## src/rtl/debounce_multi.sv

```systemverilog
// N-channel button/switch debouncer: 2-FF synchroniser, tick-sampled stability
// filter, rise/fall strobes, long-press detection and optional auto-repeat.
module debounce_multi #(
  parameter int N      = 4,
  parameter int D      = 6,
  parameter int L      = 8,
  parameter int LONG   = 64,
  parameter int REPEAT = 16
) (
  input  logic         i_clk,
  input  logic         i_rst_n,
  input  logic [N-1:0] i_in,
  output logic [N-1:0] o_db,
  output logic [N-1:0] o_rise,
  output logic [N-1:0] o_fall,
  output logic [N-1:0] o_long_press,
  output logic [N-1:0] o_repeat
);

  localparam int              CW       = $clog2(L + 1);
  localparam logic [CW-1:0]   STAB_END = CW'(L - 1);
  localparam logic [15:0]     LONG_V   = 16'(LONG);
  localparam logic [15:0]     HOLD_MAX = 16'hFFFF;

  logic [N-1:0] r_sync1;
  logic [N-1:0] r_sync2;
  logic         w_tick;

  always_ff @(posedge i_clk) begin
    if (!i_rst_n) begin
      r_sync1 <= '0;
      r_sync2 <= '0;
    end else begin
      r_sync1 <= i_in;
      r_sync2 <= r_sync1;
    end
  end

  // Shared sample tick: one clock in every 2^D.
  generate
    if (D == 0) begin : g_tick_every
      assign w_tick = 1'b1;
    end else begin : g_tick_div
      logic [D-1:0] r_tick_cnt;
      always_ff @(posedge i_clk) begin
        if (!i_rst_n) r_tick_cnt <= '0;
        else          r_tick_cnt <= r_tick_cnt + D'(1);
      end
      assign w_tick = &r_tick_cnt;
    end
  endgenerate

  for (genvar g = 0; g < N; g++) begin : g_ch
    logic [CW-1:0] r_stab;
    logic [15:0]   r_hold;
    logic          r_db;
    logic          r_rise;
    logic          r_fall;
    logic          r_lp;
    logic          w_flip;
    logic          w_db_next;
    logic          w_hold_inc;
    logic          w_lp_hit;

    assign w_flip     = w_tick && (r_sync2[g] != r_db) && (r_stab == STAB_END);
    assign w_db_next  = r_db ^ w_flip;
    // Hold only advances while db was and stays high, so the release tick is silent.
    assign w_hold_inc = w_tick && r_db && w_db_next;
    assign w_lp_hit   = w_hold_inc && (r_hold == LONG_V - 16'd1);

    always_ff @(posedge i_clk) begin
      if (!i_rst_n) begin
        r_stab <= '0;
        r_hold <= '0;
        r_db   <= 1'b0;
        r_rise <= 1'b0;
        r_fall <= 1'b0;
        r_lp   <= 1'b0;
      end else begin
        if (w_tick) begin
          if ((r_sync2[g] == r_db) || w_flip) r_stab <= '0;
          else                                r_stab <= r_stab + CW'(1);
        end
        r_db   <= w_db_next;
        r_rise <= w_flip && !r_db;
        r_fall <= w_flip && r_db;
        r_lp   <= w_lp_hit;
        if (!w_db_next)                             r_hold <= '0;
        else if (w_hold_inc && (r_hold != HOLD_MAX)) r_hold <= r_hold + 16'd1;
      end
    end

    if (REPEAT > 0) begin : g_rep
      localparam int            RW       = $clog2(REPEAT + 1);
      localparam logic [RW-1:0] REP_END  = RW'(REPEAT - 1);
      logic [RW-1:0] r_rep_cnt;
      logic          r_rep;
      logic          w_rep_step;

      // Runs off its own modulo counter so repeat continues once r_hold saturates.
      assign w_rep_step = w_hold_inc && (r_hold >= LONG_V);

      always_ff @(posedge i_clk) begin
        if (!i_rst_n) begin
          r_rep_cnt <= '0;
          r_rep     <= 1'b0;
        end else begin
          r_rep <= w_rep_step && (r_rep_cnt == REP_END);
          if (!w_db_next || w_lp_hit)
            r_rep_cnt <= '0;
          else if (w_rep_step)
            r_rep_cnt <= (r_rep_cnt == REP_END) ? '0 : r_rep_cnt + RW'(1);
        end
      end
      assign o_repeat[g] = r_rep;
    end else begin : g_no_rep
      assign o_repeat[g] = 1'b0;
    end

    assign o_db[g]         = r_db;
    assign o_rise[g]       = r_rise;
    assign o_fall[g]       = r_fall;
    assign o_long_press[g] = r_lp;
  end

endmodule

```

## config.mk

```make
export PLATFORM = sky130hd
export DESIGN_NAME = debounce_multi
export DESIGN_NICKNAME = d
export VERILOG_FILES = /design/src/rtl/debounce_multi.sv
export SDC_FILE = /design/constraint.sdc
export NUM_CORES = 1
export LEC_CHECK = 0
export ABC_AREA = 1
export CAP_MARGIN = 20
export CORE_MARGIN = 2
export CORE_UTILIZATION = 35
export CTS_CLUSTER_DIAMETER = 200
export DETAILED_ROUTE_END_ITERATION = 8
export MAX_ROUTING_LAYER = met4
export SLEW_MARGIN = 25
export SYNTH_ARGS = -nofsm -noshare
export SYNTH_HDL_FRONTEND = slang
export SYNTH_SLANG_ARGS = --single-unit
```

## constraint.sdc

```tcl
create_clock -name i_clk -period 2.2 [get_ports i_clk]
set_input_delay 0.33 -clock i_clk [delete_from_list [all_inputs] [get_ports i_clk]]
set_output_delay 0.33 -clock i_clk [all_outputs]
set_load 0.01 [all_outputs]
```

==> results.yml, run 1 <==
timing:
  slew_headroom: 0.701
  worst_pin_slew_ns: 0.447
  timing.hold.ws_ns: 0.415
  post-route-period-util: 0.970
  finClkSkew_ns: 0.00614
  finalWorstSetupSlack_ns: 0.0666
  setup_violations: 0
  rsz0062_at_grt: "true"
  final_hold_viol_count: 0
  finalCriticalPeriod_ns: 2.13
  drv_slew: 0
  max_freq_ghz: 0.469
yosys:
  synth_cell_types: 33
  synth_compound_area_frac: 0.0859
  ys_warn_count: 0
  synthXorXnorAreaFrac: 0.0429
  syn_inst: 1061
  synth-seq-area-share: 0.375
  synthMuxAreaShare: 0.00140
  synthesis.nets: 1092
  synth_fa_ha_area_frac: 0.0438
  syn_area_um2: 7150
  synth_top_family_by_area: "simple AND/OR/NAND/NOR gates"
  yosys_register_bits: 134
  syn_area_per_cell_um2: 6.74
  synthSimpleGateAreaFrac: 0.360
clocking:
  htree_levels: 4
  cts_tree: "done"
  clk_pin_slew_ns: 0.06
  numCtsBuffers: 17
  ctsHoldBuffers: 0
  root_buffer: "clkbuf_16"
  ctsLongestPathBuffers: 2
  cts_sinks: 134
  insertion_delay_ns: 0.42
grt:
  grt_use_total: 0.148
  grt_overflow: 0
  grt_max_degree: 28
  grt_pass1_vias: 5774
  grt_pass1_wl_mm: 26.0
  antenna_found_initial: 0
layout:
  multi_input_area_um2: 4160
  fillers: 2139
  regArea_um2: 2690
  syn_to_final_growth_pct: 22.5
  final_layout_size_suffix_gt1_frac: 0.154
  nets: 1138
  diodes: 0
run_status:
  outcome: "complete, no violations"
drt:
  drc: 0
  wire_per_inst_um: 11.0
  via_per_inst: 4.59
  via_count: 6387
  wl_mm: 15.2
  dr.pass1.iters: 5
  drt_iter0_drc: 253
  final_antenna_net_count: 0
pwr:
  netSwitchingFraction: 0.222
  intPower_mw: 4.00
  p_per_area_nw_per_um2: 587
  comb_power_share: 0.011
  power_leakage_nw: 3.33
  p_sw_mw: 1.14
  clock_power_share: 0.513
  pwr-share-seq: 0.476
  peakVddDrop_v: 0.000525
worst_setup_path:
  worstPathMaxFanout: 8
  cp-end-kind: "flop"
  required_ns: 2.56
  start_kind: "flop"
  critPathKind: "reg -> reg"
  critPathArrivalTime_ns: 2.49
min_path:
  hp-class: "reg -> reg"
floorplanning:
  row_count: 52
  io_pins: 26
  die_h_um: 147
  die_x_um: 147
  initial_utilization: 0.354
  core_um2: 20200
  die-area_um2: 21600
placement:
  pre_cts_slack_ns: -0.121
  io_buffer_count: 25
  place.gp.congestion: 0.842
  hpwl_mm: 10.5
flow_run:
  drv_cap: 0
[logic make-up (layout without fill, tap and decap cells)]
logic type / after synthesis / after routing
compound gates: 120 / 120
xor+xnor: 35 / 35
fa+ha+maj: 25 / 25
buf+inv: 141 / 200
flops: 134 / 134
mux: 1 / 1
simple gates: 605 / 605
[worst max-delay path, cell delays in order (launching register included)]
cell and delay [ns]:
dfxtp_2 0.35, ha_4 0.17, nand2_4 0.06, nor2_4 0.11
nand2_4 0.12, nor4_4 0.17, ha_1 0.29, inv_2 0.09
buf_6 0.10, nand3_4 0.09, nor2_4 0.15, buf_6 0.17
nand2_4 0.05, a21oi_2 0.14
[repair_timing]
item                                    in CTS  in global routing
setup buffers                                0                  4
endpoints found under the setup margin      38                 88
gates resized for setup                     13                 81
pin swaps                                    0                 14
cloned                                       0                  1
[layout by cell type (no fill, tap or decap), types with 15 or more instances in the layout]
cell type,instances
clkdlybuf4s50_1,25
nand4_1,25
xor2_1,20
nand3_1,33
dfxtp_1,131
ha_1,24
nand2_1,316
nor2_1,153
xnor2_1,15
o21ai_0,26
nand2_2,17
clkbuf_16,17
buf_4,29
a21oi_1,68
inv_1,95
[Yosys cell counts]
| master | count | area [µm²] |
|---|---|---|
| inv_1 | 100 | 375 |
| a21oi_1 | 82 | 410 |
| buf_4 | 23 | 173 |
| xor2_1 | 20 | 175 |
| o21ai_0 | 33 | 165 |
| dfxtp_1 | 134 | 2680 |
| nand4_1 | 25 | 156 |
| nor2_2 | 6 | 37.5 |
| nor2_1 | 159 | 597 |
| or2_2 | 9 | 56.3 |
| nand3_2 | 6 | 60.1 |
| o21bai_1 | 1 | 7.51 |
| nor2_4 | 4 | 45.0 |
| buf_6 | 4 | 45.0 |
| inv_2 | 2 | 7.51 |
| clkbuf_1 | 5 | 18.8 |
| ha_1 | 25 | 313 |
| mux2i_1 | 1 | 10.0 |
| nand2_4 | 2 | 22.5 |
| buf_1 | 2 | 7.51 |
| nor3b_1 | 1 | 7.51 |
| o21ai_1 | 3 | 15.0 |
| nand2_1 | 336 | 1260 |
| nor2_8 | 2 | 40.0 |
| nand3b_1 | 1 | 7.51 |
| nand2_2 | 4 | 25.0 |
| xnor2_1 | 15 | 131 |
| nor4_1 | 3 | 18.8 |
| nor3_1 | 9 | 45.0 |
| o21ai_4 | 1 | 16.3 |
| buf_2 | 5 | 25.0 |
| nand3_1 | 37 | 185 |
| and2_1 | 1 | 6.26 |
[state kept, by name (all words and copies together), names as in the netlist]
signal / count
g_ch.g_rep.r_rep: 4
g_ch.g_rep.r_rep_cnt: 20
g_ch.r_db: 4
g_ch.r_fall: 4
g_ch.r_hold: 64
g_ch.r_lp: 4
g_ch.r_rise: 4
g_ch.r_stab: 16
g_tick_div.r_tick_cnt: 6
r_sync1: 4
r_sync2: 4
[power groups by stage]
stage,Clock (mW),Combinational (mW),Sequential (mW)
final,2.64,0.0573,2.45
after global routing,2.82,0.0652,2.45
after CTS,2.72,0.0552,2.44
after detailed placement,0,0.0544,2.50
after global placement,0,0.0538,2.50
after floorplan,0,0.0308,2.50
[area by class of cell]
type | instances | area share
Timing Repair Buffer | 65 | 0.0716
Inverter | 102 | 0.0449
Timing Repair inverter | 1 | 0.000857
Clock buffer | 18 | 0.0490
Clock inverter | 14 | 0.0129
Tap cell | 270 | 0.0386
Sequential cell | 134 | 0.307
Multi-Input combinational cell | 786 | 0.475
[routing by layer]
layer / wire (µm) / GRT usage / part of all wire / up-vias
li1: - / - / - / 3420
met3: 341 / 0.0292 / 0.022 / 25
met2: 7150 / 0.235 / 0.47 / 56
met1: 7470 / 0.186 / 0.49 / 2886
met5: 0 / - / 0 / -
met4: 275 / 0.0596 / 0.018 / 0
[final timing paths]
kind / from / slack (ns) / endpoint / cells after the start
setup reg to reg: g_tick_div.r_tick_cnt[1] / 0.07 / g_ch[3].r_hold[13] / 13
hold / removal: r_sync1[0] / 0.41 / r_sync2[0] / 2
hold reg to reg: r_sync1[0] / 0.41 / r_sync2[0] / 2
setup / recovery: g_tick_div.r_tick_cnt[1] / 0.07 / g_ch[3].r_hold[13] / 13
[stage by stage]
stage                     instances  area [µm²]  TNS (ns)   util  total power [mW]
after global routing           1390        8760     -3.07  0.434              5.34
after CTS                      1385        8410         0  0.417              5.22
after detailed placement       1353        7830     -1.57  0.388              2.55
after floorplan                1061        7210         0      -              2.53
after global placement         1353        7830    -0.257  0.388              2.55
final                          1390        8760         0  0.434              5.14
No activity file was read; power rests on OpenSTA's default activity.
==> inputs of run 2 (changes only) <==
CTS_CLUSTER_SIZE = 10   (was unset)
==> results of run 2 <==
Same layout as run 1: the final DEF is identical, and so are final timing and power.
